`config.mk`:
```
export PLATFORM = sky130hd
export DESIGN_NAME = cook_timer
export DESIGN_NICKNAME = d
export VERILOG_FILES = /design/src/rtl/cook_timer_pkg.sv /design/src/rtl/cook_timer_bcd_digit_dec.sv /design/src/rtl/cook_timer.sv
export SDC_FILE = /design/constraint.sdc
export NUM_CORES = 1
export LEC_CHECK = 0
export CAP_MARGIN = 20
export CELL_PAD_IN_SITES_DETAIL_PLACEMENT = 1
export CELL_PAD_IN_SITES_GLOBAL_PLACEMENT = 1
export CORE_ASPECT_RATIO = 2
export CORE_MARGIN = 2
export CORE_UTILIZATION = 45
export DETAILED_ROUTE_END_ITERATION = 16
export GPL_TIMING_DRIVEN = 0
export PLACE_DENSITY_LB_ADDON = 0.3
export RECOVER_POWER = 25
export SLEW_MARGIN = 20
export SYNTH_ARGS = -nofsm -noshare
export SYNTH_HDL_FRONTEND = slang
export SYNTH_SLANG_ARGS = --single-unit
export TNS_END_PERCENT = 10
```
`constraint.sdc`:
```
create_clock -name clk -period 4.3 [get_ports clk]
set_clock_uncertainty 0.2 [all_clocks]
set_input_delay 0.86 -clock clk [delete_from_list [all_inputs] [get_ports clk]]
set_output_delay 0.86 -clock clk [all_outputs]
set_load 0.03 [all_outputs]
```
`src/rtl/cook_timer_pkg.sv`:
```
// cook_timer shared types and constants.
// State encoding and BCD wrap values.
package cook_timer_pkg;

  typedef enum logic [1:0] {
    IDLE = 2'd0,
    SET  = 2'd1,
    RUN  = 2'd2,
    DONE = 2'd3
  } state_t;

  localparam logic [3:0] BCD_MAX_ONES     = 4'd9;
  localparam logic [3:0] BCD_MAX_SEC_TENS = 4'd5;

endpackage

```
`src/rtl/cook_timer_bcd_digit_dec.sv`:
```
// One BCD display digit: clear, shift-load,
// decrement with borrow and configurable wrap.
module bcd_digit_dec
  import cook_timer_pkg::*;
#(
  parameter logic [3:0] WRAP = BCD_MAX_ONES
) (
  input  logic       clk,
  input  logic       rst_n,
  input  logic       clr,
  input  logic       load,
  input  logic [3:0] load_val,
  input  logic       dec,
  output logic [3:0] q,
  output logic       borrow
);

  assign borrow = dec && (q == 4'd0);

  // Clear wins, then decrement, then shift-in.
  always_ff @(posedge clk or negedge rst_n) begin
    if (!rst_n) begin
      q <= 4'd0;
    end else if (clr) begin
      q <= 4'd0;
    end else if (dec) begin
      q <= borrow ? WRAP : q - 4'd1;
    end else if (load) begin
      q <= load_val;
    end
  end

endmodule

```
`src/rtl/cook_timer.sv`:
```
// Microwave cook countdown timer (mm:ss BCD).
// FSM, prescaler and keypad shift control.
module cook_timer
  import cook_timer_pkg::*;
#(
  parameter int TICK_DIV = 1000,
  parameter int PW       = 10
) (
  input  logic       clk,
  input  logic       resetn,
  input  logic       clearn,
  input  logic       digit_valid,
  input  logic [3:0] digit,
  input  logic       mag,
  output logic       timerDone,
  output logic [3:0] min_tens,
  output logic [3:0] min_ones,
  output logic [3:0] sec_tens,
  output logic [3:0] sec_ones,
  output logic       running
);

  state_t          state;
  logic [PW-1:0]   presc;
  logic [3:0]      bw;
  logic            clr;
  logic            accept;
  logic            time_nz;
  logic            shift_nz;
  logic            counting;
  logic            wrap;
  logic            tick;
  logic            last_sec;

  assign clr      = !clearn;
  assign accept   = clearn && !mag && digit_valid
                 && (digit <= BCD_MAX_ONES);
  assign time_nz  = |{min_tens, min_ones,
                      sec_tens, sec_ones};
  assign shift_nz = |{min_ones, sec_tens,
                      sec_ones, digit};
  assign counting = mag && time_nz
                 && (state != DONE);
  assign wrap     = (presc == PW'(TICK_DIV - 1));
  assign tick     = clearn && counting && wrap;
  assign last_sec = ({min_tens, min_ones,
                      sec_tens} == 12'd0)
                 && (sec_ones == 4'd1);

  bcd_digit_dec #(.WRAP(BCD_MAX_ONES)) u_so (
    .clk(clk), .rst_n(resetn), .clr(clr),
    .load(accept), .load_val(digit),
    .dec(tick), .q(sec_ones), .borrow(bw[0])
  );

  bcd_digit_dec #(.WRAP(BCD_MAX_SEC_TENS)) u_st (
    .clk(clk), .rst_n(resetn), .clr(clr),
    .load(accept), .load_val(sec_ones),
    .dec(bw[0]), .q(sec_tens), .borrow(bw[1])
  );

  bcd_digit_dec #(.WRAP(BCD_MAX_ONES)) u_mo (
    .clk(clk), .rst_n(resetn), .clr(clr),
    .load(accept), .load_val(sec_tens),
    .dec(bw[1]), .q(min_ones), .borrow(bw[2])
  );

  bcd_digit_dec #(.WRAP(BCD_MAX_ONES)) u_mt (
    .clk(clk), .rst_n(resetn), .clr(clr),
    .load(accept), .load_val(min_ones),
    .dec(bw[2]), .q(min_tens), .borrow(bw[3])
  );

  // State, prescaler, done flag and running flag.
  // A borrow out of min_tens also ends the run.
  always_ff @(posedge clk or negedge resetn) begin
    if (!resetn) begin
      state     <= IDLE;
      presc     <= '0;
      timerDone <= 1'b0;
      running   <= 1'b0;
    end else if (!clearn) begin
      state     <= IDLE;
      presc     <= '0;
      timerDone <= 1'b0;
      running   <= 1'b0;
    end else if (mag) begin
      if (state == DONE) begin
        presc <= '0;
      end else if (!time_nz) begin
        state     <= DONE;
        presc     <= '0;
        timerDone <= 1'b1;
        running   <= 1'b0;
      end else if (tick && (last_sec || bw[3])) begin
        state     <= DONE;
        presc     <= '0;
        timerDone <= 1'b1;
        running   <= 1'b0;
      end else begin
        state   <= RUN;
        presc   <= wrap ? '0 : presc + 1'b1;
        running <= 1'b1;
      end
    end else if (accept) begin
      state     <= shift_nz ? SET : IDLE;
      timerDone <= 1'b0;
      running   <= 1'b0;
    end else if (state == RUN) begin
      state   <= SET;
      running <= 1'b0;
    end
  end

endmodule

```
==> results.py, run 1 <==
metrics = {
    "place": {
        "dpl_worst_slack_ps": 1080,
        "dp_hpwl_um": 4660,
        "portBuffers": 25,
        "place.gp.congestion": 0.850,
    },
    "floorplan": {
        "die_w_um": 52.1,
        "start_util_pct": 45.8,
        "rows": 35,
        "dieArea_mm2": 0.00523,
        "coreArea_mm2": 0.00455,
        "die_h_um": 100,
        "ios": 27,
    },
    "detailed_routing": {
        "drc": 0,
        "post_drt_wl_per_cell_um": 19.3,
        "met1_length_um": 2190,
        "vias": 1942,
        "drt_pass1_iterations": 4,
        "wl_met2_um": 3650,
        "wl_um": 6050,
        "drtIter0Drc": 37,
        "top_layer_used": "met4",
        "met3_length_um": 116,
        "routed_via_density": 6.18,
        "antenna_left": 0,
    },
    "critical_path": {
        "path_max_fanout": 7,
        "critical_path_class": "in2reg",
        "ff2ff_setup_slack_ps": 1460,
        "required_ps": 4280,
        "r2r-start": "u_so.q[0]$_DFFE_PN0P_",
        "endpoint": "u_so.q[2]$_DFFE_PN0P_",
        "path_cells": "clkdlybuf4s50_1 -> o21ai_0 -> and2_1 -> clkbuf_1 -> mux2_2 -> a32oi_1 -> nor2b_1",
        "max_stage_delay_ps": 480,
        "arrival_ps": 2900,
        "timing.rr.end": "presc[7]$_DFFE_PN0N_",
        "rr_worst_depth": 7,
        "startpoint_type": "input port",
        "crit_path_end_kind": "flip-flop",
        "startpoint": "digit[2]",
        "crit_slowest_cell": "o21ai_0",
    },
    "layout": {
        "mostFrequentLayoutCell": "dfrtp_1",
        "final_layout_size_suffix_gt1_share_pct": 10.0,
        "final_cell_mix": "dfrtp_1, nand2_1, clkdlybuf4s50_1",
        "fin_nets": 277,
        "area_growth_pct": 18.8,
        "n_antenna_cell": 0,
    },
    "timing": {
        "hold_violations": 0,
        "worstMarginPinSlew_ps": 1700,
        "post-route-min-period_ps": 2920,
        "grt_setup_unrepaired": "no",
        "slew_viol_final": 31,
        "finalSetupViolations": 0,
        "setup-tns-final_ps": 0,
        "timing.final.crit_share_pct": 68.0,
        "slew_headroom_pct": -13.5,
        "max_freq_mhz": 342,
        "fin_ws_ps": 1380,
        "holdWs_ps": 341,
    },
    "synth": {
        "synth_edf_count": 0,
        "avgSynthCellArea_um2": 9.19,
        "yosysUniqueCellTypes": 61,
        "synth-async-reset-ratio_pct": 100,
        "ys_ff_latch": 30,
        "synth_area_mm2": 0.00209,
        "yosysWarnings": 0,
        "syn_nets": 245,
        "syn-instance-count": 227,
        "ys.flop_type": "dfrtp_1",
        "ys_seq_area_share_pct": 36.0,
    },
    "clock_network": {
        "cts.sinks": 30,
        "hold_buffers": 0,
        "cts_root_buf": "clkbuf_8",
        "cts_made_buffers": 5,
        "postCtsResizedCells": 0,
        "cts_max_level": 2,
        "clkSlewWorstSetupHoldPaths_ps": 70,
        "post-cts-setup-buffers": 0,
        "clock_latency_ps": 290,
        "cts_tree": "done",
        "clk_path_buf_depth": 2,
    },
    "power_and_ir_drop": {
        "p_leak_nw": 1.08,
        "peakVddDrop_v": 0.000186,
        "powerDensity_mw_per_mm2": 259,
    },
    "status": {
        "status": "complete, but fails checks",
        "violations": "capacitance limit, slew limit",
    },
    "global_route": {
        "grt_pass1_wl_um": 10100,
        "grt_pass1_vias": 2106,
        "gr-usage-all-layers_pct": 25.8,
        "grt-ovfl-total": 0,
        "antenna_found_initial": 0,
        "grt_max_degree": 31,
    },
    "worst_hold_path": {
        "hp-class": "reg2reg",
    },
    "job": {
        "maxCapViolCount": 1,
    },
}
## cell type report
type,instances,area [µm²]
plain buffers,11,56.3
clock buffers,5,68.8
clock inverters,2,10.0
fillers,552,2080
inverters,8,30.0
multi-input cells,178,1250
flip-flops and latches,30,751
well taps,55,68.8
repair buffers,25,244
## registers in the layout, indices dropped and copies added, names as in the netlist
signal	count
u_mo.q	4
u_so.q	4
u_st.q	4
u_mt.q	4
timerDone	1
presc	10
state	2
running	1
## metrics by stage
| step | power, mW | cell area [µm²] | utilization [%] | std cells |
|---|---|---|---|---|
| 5_1_grt | 0.665 | 2480 | 54.4 | 314 |
| 2_1_floorplan | 0.377 | 2090 | - | 227 |
| 4_1_cts | 0.645 | 2480 | 54.4 | 314 |
| 3_3_place_gp | 0.422 | 2400 | 52.8 | 307 |
| 3_5_place_dp | 0.425 | 2400 | 52.7 | 307 |
| 6_report | 0.641 | 2480 | 54.4 | 314 |
## routing by layer
layer	track usage, %	vias up
met5	0	-
met4	8.28	0
met3	2.83	8
met2	51.3	32
met1	26.2	994
li1	-	908
## power by group
group | leakage [nW] | internal [mW] | switching (mW)
combinational | 0.627 | 0.0425 | 0.0761
sequential | 0.412 | 0.291 | 0.00985
clock | 0.0438 | 0.109 | 0.113
total | 1.08 | 0.442 | 0.199
## worst max-delay path: cells and delay by family
| family | cells | cell delay [ps] |
|---|---|---|
| muxes | 1 | 380 |
| buffers and inverters | 2 | 720 |
| and+or+nand+nor | 2 | 280 |
| AOI/OAI and AO/OA | 2 | 670 |
## cell usage after synthesis, types with 3 or more instances
| library cell | number | share of area [%] |
|---|---|---|
| nor2b_1 | 8 | 2.4 |
| ha_1 | 9 | 5.4 |
| nor3b_1 | 3 | 1.1 |
| dfrtp_1 | 30 | 36 |
| and2_1 | 5 | 1.5 |
| o22ai_1 | 4 | 1.2 |
| o31ai_1 | 7 | 2.5 |
| xnor2_1 | 3 | 1.3 |
| nand2_1 | 25 | 4.5 |
| buf_2 | 3 | 0.72 |
| a22o_1 | 3 | 1.3 |
| nand3_1 | 10 | 2.4 |
| o21ai_0 | 7 | 1.7 |
| inv_1 | 8 | 1.4 |
| nor3_1 | 6 | 1.4 |
| nor2_1 | 8 | 1.4 |
| clkbuf_1 | 6 | 1.1 |
| o21a_1 | 6 | 2.2 |
| and3_1 | 8 | 2.4 |
| a32oi_1 | 3 | 1.3 |
| nand2b_1 | 3 | 0.90 |
| nor4_1 | 4 | 1.2 |
| a21oi_1 | 6 | 1.4 |
## how the worst min path moves through the flow
stage	from	endpoint	slack (ps)	depth (start not counted)
4_1_cts	presc[0]$_DFFE_PN0N_	presc[0]$_DFFE_PN0N_	340	1
2_1_floorplan	presc[0]$_DFFE_PN0N_	presc[0]$_DFFE_PN0N_	300	1
3_3_place_gp	presc[0]$_DFFE_PN0N_	presc[0]$_DFFE_PN0N_	330	1
5_1_grt	presc[0]$_DFFE_PN0N_	presc[0]$_DFFE_PN0N_	370	1
3_5_place_dp	presc[0]$_DFFE_PN0N_	presc[0]$_DFFE_PN0N_	330	1
6_report	presc[0]$_DFFE_PN0N_	presc[0]$_DFFE_PN0N_	340	1
## cell families after synthesis
logic type,share of synthesized area [%]
AOI/OAI and AO/OA,22.3
xor gates and xnor gates,2.10
and+or+nand+nor,28.6
DFF,36.0
adders and majority gates,5.40
muxes,1.50
buffers and inverters,4.14
Note: power is estimated with default switching activity, not from simulation.
==> run 2: changes to the inputs <==
- CORE_UTILIZATION: 45 -> 38
- clock period: 4.3 -> 2.6 ns (I/O delays scaled with it)
==> results.py, run 2 (synthesis results as in run 1) <==
metrics = {
    "timing": {
        "slew_viol_final": 0,
        "slew_headroom_pct": 46.0,
        "post-route-min-period_ps": 2520,
        "hold_violations": 0,
        "finalSetupViolations": 0,
        "grt_setup_unrepaired": "yes",
        "timing.final.crit_share_pct": 96.7,
        "worstMarginPinSlew_ps": 810,
        "max_freq_mhz": 398,
        "setup-tns-final_ps": 0,
    },
    "power_and_ir_drop": {
        "powerDensity_mw_per_mm2": 421,
        "p_leak_nw": 1.12,
        "total_power_mw": 1.08,
        "peakVddDrop_v": 0.000317,
    },
    "detailed_routing": {
        "vias": 1944,
        "met3_length_um": 163,
        "drc": 0,
        "post_drt_wl_per_cell_um": 19.1,
        "wl_met2_um": 3600,
        "drtIter0Drc": 50,
        "antenna_left": 0,
        "drt_pass1_iterations": 4,
        "met1_length_um": 2280,
        "wl_um": 6200,
        "routed_via_density": 6.00,
        "top_layer_used": "met4",
    },
    "critical_path": {
        "startpoint_type": "input port",
        "crit_path_end_kind": "flip-flop",
        "required_ps": 2580,
        "critical_path_class": "in2reg",
        "path_max_fanout": 7,
        "arrival_ps": 2500,
    },
    "clock_network": {
        "cts_root_buf": "clkbuf_8",
        "clock_latency_ps": 290,
        "cts_tree": "done",
        "cts_max_level": 2,
        "cts.sinks": 30,
        "cts_made_buffers": 5,
        "clk_path_buf_depth": 2,
        "clkSlewWorstSetupHoldPaths_ps": 70,
    },
    "floorplan": {
        "dieArea_mm2": 0.00613,
        "die_w_um": 56.4,
        "die_h_um": 109,
        "start_util_pct": 38.8,
        "rows": 38,
        "coreArea_mm2": 0.00537,
        "ios": 27,
    },
    "job": {
        "maxCapViolCount": 0,
    },
    "global_route": {
        "grt_pass1_vias": 2038,
        "antenna_found_initial": 0,
        "grt-ovfl-total": 0,
        "grt_pass1_wl_um": 10400,
        "grt_max_degree": 31,
        "gr-usage-all-layers_pct": 22.3,
    },
    "place": {
        "place.gp.congestion": 0.837,
        "dp_hpwl_um": 4650,
        "portBuffers": 25,
    },
    "layout": {
        "fin_nets": 282,
        "final_cell_mix": "dfrtp_1, nand2_1, clkdlybuf4s50_1",
        "mostFrequentLayoutCell": "dfrtp_1",
        "area_growth_pct": 23.0,
        "n_antenna_cell": 0,
        "final_layout_size_suffix_gt1_share_pct": 12.5,
        "largest_register_ffs": 10,
        "postLayoutCoreUtil_pct": 47.7,
        "regMostFlops": "presc",
    },
    "worst_hold_path": {
        "hp-class": "reg2reg",
    },
    "status": {
        "status": "finished, final reports clean",
    },
}
-- run 2: cell count changes in the layout (fill, tap and decap cells not counted), sizes merged --
cell	previous run	this run
dlygate4sd3	0	1
clkbuf	12	14
clkinv	2	0
buf	5	9
-- run 2: layout make-up --
type	count	area, µm²
Fill cell	650	2810
Clock buffer	7	76.3
Tap cell	60	75.1
Sequential cell	30	751
Multi-Input combinational cell	178	1290
Buffer	11	56.3
Timing Repair Buffer	30	283
Inverter	8	30.0
-- run 2: metrics by stage --
step           std cells  setup slack [ps]  area [µm²]  hold WS [ps]
6_report             324              84.5        2560           339
5_1_grt              324             -36.2        2560           385
4_1_cts              321             -2.11        2530           349
3_5_place_dp         313              -262        2430           290
3_3_place_gp         312              -243        2410           332
2_1_floorplan        227               226        2090          24.4
-- run 2: timing repair --
item / 4_1_cts / 5_1_grt
buffers inserted: 0 / 3
endpoints found under the hold margin: 30 / 0
endpoints found under the setup margin: 9 / 19
gates resized for setup: 4 / 5
hold buffers: 1 / 0
-- run 2: metal layers --
metal | vias up | global-route usage [%]
met5 | - | 0
met4 | 0 | 9.35
met2 | 40 | 44.3
li1 | 927 | -
met1 | 964 | 22.6
met3 | 13 | 2.61
-- run 2: path summary, 6_finish.rpt --
kind | from | endpoint | slack [ps] | depth (start not counted)
hold / removal | presc[0]$_DFFE_PN0N_ | presc[0]$_DFFE_PN0N_ | 340 | 1
setup / recovery | mag | u_so.q[2]$_DFFE_PN0P_ | 80 | 7
max in group asynchronous | resetn | presc[8]$_DFFE_PN0N_ | 960 | 3
setup reg to reg | u_so.q[0]$_DFFE_PN0P_ | presc[3]$_DFFE_PN0N_ | 150 | 7
min in group asynchronous | resetn | u_st.q[3]$_DFFE_PN0P_ | 730 | 3
hold reg to reg | presc[0]$_DFFE_PN0N_ | presc[0]$_DFFE_PN0N_ | 340 | 1
-- run 2: report_power, final --
group          switching [mW]  internal (mW)  total [mW]
sequential             0.0165          0.482       0.498
combinational           0.133         0.0839       0.217
clock                   0.181          0.184       0.365
-- run 2: critical path, stage by stage --
cell and delay [ps]:
clkdlybuf4s50_1 530, nor2b_1 380, and2_1 180, clkbuf_1 270, mux2_2 370, a32oi_1 150
nor2b_1 90
==> run 3: changes to the inputs <==
- CORE_UTILIZATION: 38 -> 45
- SYNTH_HIERARCHICAL: not set -> 1
- clock period: 2.6 -> 2.9 ns (I/O delays scaled with it)
==> results.py, run 3 <==
metrics = {
    "detailed_routing": {
        "drc": 0,
        "antenna_left": 0,
        "wl_um": 6380,
        "vias": 1993,
        "post_drt_wl_per_cell_um": 19.8,
        "drtIter0Drc": 31,
        "routed_via_density": 6.19,
        "drt_pass1_iterations": 4,
    },
    "job": {
        "maxCapViolCount": 1,
    },
    "worst_hold_path": {
        "hp-class": "reg2reg",
    },
    "place": {
        "dpl_worst_slack_ps": -1010,
        "portBuffers": 25,
        "place.gp.congestion": 0.722,
        "placed_cell_area_mm2": 0.00239,
        "dp_hpwl_um": 4170,
    },
    "status": {
        "status": "complete, but fails checks",
        "violations": "capacitance limit, slew limit, setup timing",
    },
    "clock_network": {
        "cts.sinks": 30,
        "cts_max_level": 2,
        "clkSlewWorstSetupHoldPaths_ps": 70,
        "clk_path_buf_depth": 2,
        "cts_made_buffers": 5,
        "cts_tree": "done",
        "clock_latency_ps": 300,
        "cts_root_buf": "clkbuf_8",
        "hold_buffers": 0,
    },
    "synth": {
        "ys_ff_latch": 30,
        "synth_top_area_share_pct": 37.5,
        "ys.flop_type": "dfrtp_1",
        "ys_seq_area_share_pct": 37.5,
        "yosysMostFrequentCell": "dfrtp_1",
        "synth_area_mm2": 0.00200,
        "synth_area_leaders": "dfrtp_1, a211oi_1, ha_1",
        "synth_edf_count": 0,
        "avgSynthCellArea_um2": 9.02,
        "yosysUniqueCellTypes": 43,
        "synth-async-reset-ratio_pct": 100,
        "yosysTopAreaCell": "dfrtp_1",
        "syn_nets": 237,
        "synth_common_cells": "dfrtp_1, nand2_1, a211oi_1",
        "yosysWarnings": 6,
        "syn-instance-count": 222,
    },
    "power_and_ir_drop": {
        "powerDensity_mw_per_mm2": 357,
        "p_leak_nw": 1.07,
        "peakVddDrop_v": 0.000339,
    },
    "layout": {
        "regMostFlops": "presc",
        "final_layout_size_suffix_gt1_share_pct": 22.8,
        "largest_register_ffs": 10,
        "fin_nets": 282,
        "mostFrequentLayoutCell": "dfrtp_1",
        "area_growth_pct": 34.8,
        "n_antenna_cell": 0,
        "postLayoutCoreUtil_pct": 62.8,
        "design_area_mm2": 0.00270,
        "final_cell_mix": "dfrtp_1, clkdlybuf4s50_1, a211oi_1",
    },
    "critical_path": {
        "rr_worst_depth": 16,
        "max_stage_delay_ps": 430,
        "crit_path_end_kind": "flip-flop",
        "required_ps": 2910,
        "ff2ff_setup_slack_ps": -130,
        "startpoint_type": "flip-flop",
        "r2r-start": "presc[0]$_DFFE_PN0N_",
        "crit_slowest_cell": "dfrtp_2",
        "path_cells": "ha_4 -> nand2_4 -> nor4_4 -> nand2_1 -> a21oi_2 -> buf_6 -> nand2_4 -> nor3_4 -> clkbuf_8 -> and2_4 -> nand2_4 -> nor3_4 -> buf_6 -> buf_6 -> mux2_4 -> o31ai_2",
        "endpoint": "u_mt/q[1]$_DFFE_PN0P_",
        "startpoint": "presc[0]$_DFFE_PN0N_",
        "path_max_fanout": 9,
        "critical_path_class": "reg2reg",
        "arrival_ps": 3040,
        "timing.rr.end": "u_mt/q[1]$_DFFE_PN0P_",
    },
    "timing": {
        "post-route-min-period_ps": 3030,
        "slew_headroom_pct": -14.9,
        "fin_ws_ps": -129,
        "hold_violations": 0,
        "finalSetupViolations": 6,
        "timing.final.crit_share_pct": 104,
        "max_freq_mhz": 330,
        "slew_viol_final": 31,
        "worstMarginPinSlew_ps": 1720,
        "grt_setup_unrepaired": "yes",
    },
    "floorplan": {
        "start_util_pct": 46.6,
        "ios": 27,
        "coreArea_mm2": 0.00430,
        "rows": 34,
        "die_w_um": 51.2,
        "die_h_um": 98.3,
        "dieArea_mm2": 0.00503,
    },
    "global_route": {
        "antenna_found_initial": 0,
        "grt-ovfl-total": 0,
        "grt_pass1_vias": 2116,
        "gr-usage-all-layers_pct": 27.3,
        "grt_pass1_wl_um": 10400,
        "grt_max_degree": 31,
    },
}
run 3: changes by cell type in the layout (fill, tap and decap cells not counted), sizes merged, moves of 6 or more:
cell	before	now
a211oi	0	15
a31oi	2	9
buf	9	17
clkbuf	14	8
nand2	25	16
nand2b	3	11
o21a	6	0
run 3: layer usage:
metal	routed length [µm]	GRT usage, %
met1	2380	28.7
met2	3690	50.5
met3	132	4.59
met4	178	11.6
met5	0	0
run 3: area by class of cell:
class	count	area, µm²
multi-input cells	175	1320
clock buffers	5	68.8
plain buffers	5	52.6
repair buffers	39	355
flip-flops and latches	30	754
inverters	11	41.3
well taps	54	67.6
clock inverters	3	40.0
fillers	491	1600
run 3: where the power goes:
group	switching [mW]	total (mW)	internal, mW
Clock	0.180	0.433	0.253
Combinational	0.0596	0.0953	0.0357
Sequential	0.00931	0.435	0.425
Total	0.249	0.962	0.714
run 3: repair_timing:
action / 4_1_cts / 5_1_grt
buffers inserted: 8 / 5
endpoints found under the hold margin: 0 / 0
pin swaps: 8 / 13
setup endpoints to repair: 9 / 10
resized for setup: 12 / 13
run 3: per-stage QoR:
step	hold WS [ps]	std cells	setup TNS (ps)	total power [mW]
3_5_place_dp	321	302	-6820	0.534
4_1_cts	154	317	-1580	0.964
5_1_grt	352	322	-1500	0.996
2_1_floorplan	84.4	222	-378	0.488
6_report	318	322	-412	0.962
3_3_place_gp	306	301	-14260	0.531
run 3: worst min path at each step:
stage | to | slack [ps] | cells after the start | from
CTS | u_mt/q[0]$_DFFE_PN0P_ | 150 | 1 | resetn
finish | presc[8]$_DFFE_PN0N_ | 320 | 1 | presc[8]$_DFFE_PN0N_
detailed placement | presc[8]$_DFFE_PN0N_ | 320 | 1 | presc[8]$_DFFE_PN0N_
global placement | presc[8]$_DFFE_PN0N_ | 310 | 1 | presc[8]$_DFFE_PN0N_
floorplan | presc[0]$_DFFE_PN0N_ | 80 | 0 | resetn
global route | presc[8]$_DFFE_PN0N_ | 350 | 1 | presc[8]$_DFFE_PN0N_
run 3: cells by family after synthesis:
family                     Yosys count  synth area share [%]
adders and majority gates            6                  3.75
and+or+nand+nor                    102                  29.4
buffers and inverters               17                  4.87
DFF                                 30                  37.5
AOI/OAI and AO/OA                   58                  19.8
muxes                                9                  4.69
run 3: worst max-delay path: cells and delay by family (launching register included):
family                     cells  cell delay, ps
and+or+nand+nor                8            1000
AOI/OAI and AO/OA              2             300
muxes                          1             300
buffers and inverters          4             540
adders and majority gates      1             170
DFF                            1             430
